$ cat config.mk
export PLATFORM = sky130hd
export DESIGN_NAME = ap_com_tt_scan
export DESIGN_NICKNAME = d
export VERILOG_FILES = /design/src/rtl/ap_com_tt_scan.sv
export SDC_FILE = /design/constraint.sdc
export NUM_CORES = 1
export LEC_CHECK = 0
export ABC_AREA = 1
export BUFFER_PORTS_ARGS = -buffer_cell sky130_fd_sc_hd__buf_2
export CORE_MARGIN = 3
export CORE_UTILIZATION = 46
export DETAILED_ROUTE_END_ITERATION = 10
export PLACE_DENSITY = 0.72
export SLEW_MARGIN = 20
export SYNTH_ARGS = -nofsm -noshare
export SYNTH_HDL_FRONTEND = slang
export SYNTH_SLANG_ARGS = --single-unit
$ cat constraint.sdc
create_clock -name clk -period 2 [get_ports clk]
set_input_delay 0.4 -clock clk [delete_from_list [all_inputs] [get_ports clk]]
set_output_delay 0.4 -clock clk [all_outputs]
set_load 0.01 [all_outputs]
$ cat src/rtl/ap_com_tt_scan.sv
// Truth-table scanner: sweeps every input vector into an ap_com_* cell, captures its
// output table and counts the bits that disagree with a latched reference table.
module ap_com_tt_scan #(
    parameter int N_IN   = 4,
    parameter int SETTLE = 0
) (
    input  logic                 clk,
    input  logic                 rst,
    input  logic                 start,
    input  logic [2**N_IN-1:0]   ref_tt,
    output logic [N_IN-1:0]      dut_in,
    input  logic                 dut_y,
    output logic                 busy,
    output logic                 done,
    output logic [2**N_IN-1:0]   tt_out,
    output logic [N_IN:0]        err_cnt,
    output logic                 match
);
    localparam int NV = 2**N_IN;
    localparam logic [3:0] SETTLE_L = 4'(SETTLE);

    typedef enum logic [1:0] {IDLE, SCAN, FIN} state_t;

    state_t            state, state_nx;
    logic [NV-1:0]     ref_q;
    logic [N_IN-1:0]   vec;
    logic [3:0]        settle_cnt;
    logic              sample, last, miss;
    logic [N_IN:0]     err_nx;

    // The vector index drives the cell directly; incrementing past the last
    // vector naturally returns it to 0 as the scan closes.
    assign dut_in = vec;
    assign sample = (state == SCAN) && (settle_cnt == SETTLE_L);
    assign last   = sample && (&vec);
    assign miss   = dut_y ^ ref_q[vec];
    assign err_nx = err_cnt + {{N_IN{1'b0}}, miss};

    always_ff @(posedge clk) begin
        if (rst) state <= IDLE;
        else     state <= state_nx;
    end

    always_comb begin
        state_nx = state;
        case (state)
            IDLE:    if (start) state_nx = SCAN;
            SCAN:    if (last)  state_nx = FIN;
            FIN:     state_nx = IDLE;
            default: state_nx = IDLE;
        endcase
    end

    always_ff @(posedge clk) begin
        if (rst) begin
            ref_q      <= '0;
            vec        <= '0;
            settle_cnt <= '0;
            busy       <= 1'b0;
            done       <= 1'b0;
            tt_out     <= '0;
            err_cnt    <= '0;
            match      <= 1'b0;
        end else begin
            case (state)
                IDLE: begin
                    if (start) begin
                        ref_q      <= ref_tt;
                        tt_out     <= '0;
                        err_cnt    <= '0;
                        match      <= 1'b0;
                        vec        <= '0;
                        settle_cnt <= '0;
                        busy       <= 1'b1;
                    end
                end
                SCAN: begin
                    if (sample) begin
                        tt_out[vec] <= dut_y;
                        err_cnt     <= err_nx;
                        vec         <= vec + 1'b1;
                        settle_cnt  <= '0;
                        if (&vec) begin
                            busy  <= 1'b0;
                            done  <= 1'b1;
                            match <= (err_nx == '0);
                        end
                    end else begin
                        settle_cnt <= settle_cnt + 1'b1;
                    end
                end
                FIN:     done <= 1'b0;
                default: done <= 1'b0;
            endcase
        end
    end
endmodule

==> impl_metrics.tcl <==
set metrics [dict create \
    grt_usage_pct 18.4 \
    drv_slew 0 \
    max_stage_delay_ps 410 \
    fin_crit_sh_pct 109 \
    viasPerCell 5.01 \
    critPathTopFamily "simple AND/OR/NAND/NOR gates" \
    p_sw_mw 0.556 \
    fin_area_um2 2950 \
    cts_tree "yes" \
    intPower_mw 1.54 \
    fillCellCount 436 \
    rsz0062_at_grt "true" \
    status "finished, violations left" \
    worst_slew_pin_slew_ps 471 \
    hold_viol_final 0 \
    violations "negative setup slack" \
    cts.reportedPaths.clkPinSlew_ps 90 \
    synth_seq_cells 50 \
    drt-total-wl_mm 5.56 \
    cts_sinks 50 \
    ant_nets 0 \
    insertedDiodeCount 0 \
    io_pins 48 \
    worst_slack_ps -181 \
    grt_antenna_before_repair 0 \
    die_h_um 76.8 \
    grt_pass1_wl_mm 9.10 \
    hold_path_class "in -> reg" \
    start_util_pct 48.1 \
    avgSynthCellArea_um2 7.34 \
    hold_slack_ps 379 \
    cts_buffer_depth 2 \
    ys_seq_area_share_pct 43.5 \
    grt_pass1_vias 2032 \
    gp_congestion 0.865 \
    irDropWorstVdd_uv 430 \
    ys_types 26 \
    first_iter_violations 166 \
    crit_arrival_ps 2410 \
    grt_start_max_net_pins 35 \
    netSwitchingFraction_pct 26.5 \
    cts-root-buf "clkbuf_8" \
    die_w_um 76.8 \
    drive_gt1_share_pct 29.9 \
    finish.net_count 401 \
    crit_fanout 7 \
    ctsHoldBuffers 0 \
    area_growth_pct 28.2 \
    dpl_cell_area_um2 2690 \
    drc 0 \
    numCtsBuffers 5 \
    drv_cap 0 \
    period_needed_ps 2180 \
    fmax_mhz 459 \
    synthesis.nets 342 \
    worst-path-buf-inv 1 \
    dr.pass1.iters 4 \
    clock_latency_ps 290 \
    overflow 0 \
    pre_cts_ws_ps -175 \
    clock_power_share_pct 32.7 \
    die_area_um2 5890 \
    dp_hpwl_mm 3.97 \
    portBuffers 47 \
    seq_power_share_pct 50.6 \
    yosys_warnings 0 \
    num_rows 25 \
    worstSetupPathType "reg -> reg" \
    powerDensity_nw_per_um2 709 \
    h-tree-depth 2 \
    start_kind "flop" \
    synth_cells 314 \
    finish.utilization_pct 61.7 \
    leakage_nw 1.31 \
    core_um2 4790 \
    syn_area_um2 2300 \
    finClkSkew_ps 3.62 \
    path_cells "buf_6 > nand2_2 > nand3_2 > nand2_1 > nand2_1 > nand2_2 > nor2_2 > nor2_1 > nor2_2 > ha_4 > ha_4 > nand3_4 > xor2_2 > or2_4 > a21oi_2" \
    comb_power_share_pct 16.7 \
    crit_required_ps 2230 \
    worstSetupEndpointType "flop" \
    via_count 2211 \
    maxSlewHeadroom_pct 68.6 \
    wl_per_cell_um 12.6 \
    setup_viol 3 \
    crit_slowest_cell "dfxtp_4" \
]
[power groups by stage]
stage               registers, mW  clock network, mW  logic [mW]
finish                       1.06              0.685       0.350
detailed placement           1.08                  0       0.311
floorplan                    1.08                  0       0.218
CTS                          1.06              0.702       0.319
global route                 1.07              0.740       0.393
global placement             1.08                  0       0.307
[per-layer routing]
metal	vias to the layer above	track usage, %	share of wire (%)
met5	-	0	0
met4	0	5.43	1.2
met3	7	3.17	4.5
met2	51	32.1	49
met1	1022	23.2	45
li1	1131	-	-
[layout make-up]
cell class / instances / area (µm²) / share of cell area [%]
multi-input combinational: 217 / 1260 / 42.5
sequential: 50 / 1010 / 34.1
timing repair buffer: 60 / 340 / 11.5
inverter: 39 / 156 / 5.29
tap: 67 / 83.8 / 2.84
clock buffer: 5 / 68.8 / 2.33
clock inverter: 3 / 40.0 / 1.36
[cell usage after synthesis, drive strengths merged]
cell type	n	area [µm²]
clkinv	2	7.51
ha	8	100
nand2	67	277
nor2	32	128
buf	2	10.0
nor3	2	10.0
inv	37	144
a21boi	1	11.3
or2	2	12.5
a21oi	47	235
xnor2	1	8.76
clkbuf	6	23.8
o21ai	36	184
xor2	4	35.0
a31oi	1	21.3
dfxtp	50	1000
nand3	15	87.6
o211ai	1	7.51
[worst min-delay path, stage by stage]
cell and delay, ps:
buf_2 70, o21ai_0 70, a21oi_1 100
[cells by family (layout without fill, tap and decap cells)]
family                     after synthesis  count (layout)  share of synthesized area [%]
and+or+nand+nor                        118             118                           22.3
DFF                                     50              50                           43.5
adders and majority gates                8               8                           4.35
buffers and inverters                   47             107                           8.04
xor gates and xnor gates                 5               5                           1.90
AOI/OAI and AO/OA                       86              86                           19.9
[cell usage in the layout (no fill, tap or decap), types with 5 or more instances in the layout]
cell type	netlist	layout
nand2_2	1	6
nor2_2	0	5
nor2_1	31	26
clkbuf_8	0	5
a21oi_1	47	45
nand2_1	63	58
inv_1	33	32
nand3_1	14	9
buf_4	0	11
buf_2	2	47
dfxtp_1	50	46
ha_1	8	6
o21ai_0	35	35
[sequential cells by signal (all words and copies together), names as in the netlist]
name,cells
settle_cnt,4
err_cnt,5
state,2
dut_in,4
done,1
match,1
tt_out,16
busy,1
ref_q,16
[metrics by stage]
step	setup TNS [ps]	power (mW)	instances
after floorplan	0	1.30	314
after global placement	-214	1.39	430
after detailed placement	-337	1.39	430
after CTS	-277	2.08	438
after global routing	-940	2.20	441
final	-401	2.10	441
[path summary, 6_finish.rpt]
kind | from | endpoint | slack, ps | depth (start not counted)
worst max register to register | dut_in[0] | err_cnt[4] | -180 | 15
worst max-delay path | dut_in[0] | err_cnt[4] | -180 | 15
worst min-delay path | ref_tt[14] | ref_q[14] | 380 | 3
worst min register to register | ref_q[7] | ref_q[7] | 460 | 2
[timing repair]
item                                    in CTS  in global routing
pin swaps                                    1                 10
gates resized for setup                      4                 25
endpoints found under the setup margin       2                  4
setup buffers                                0                  3
Note: power is estimated with default switching activity, not from simulation.
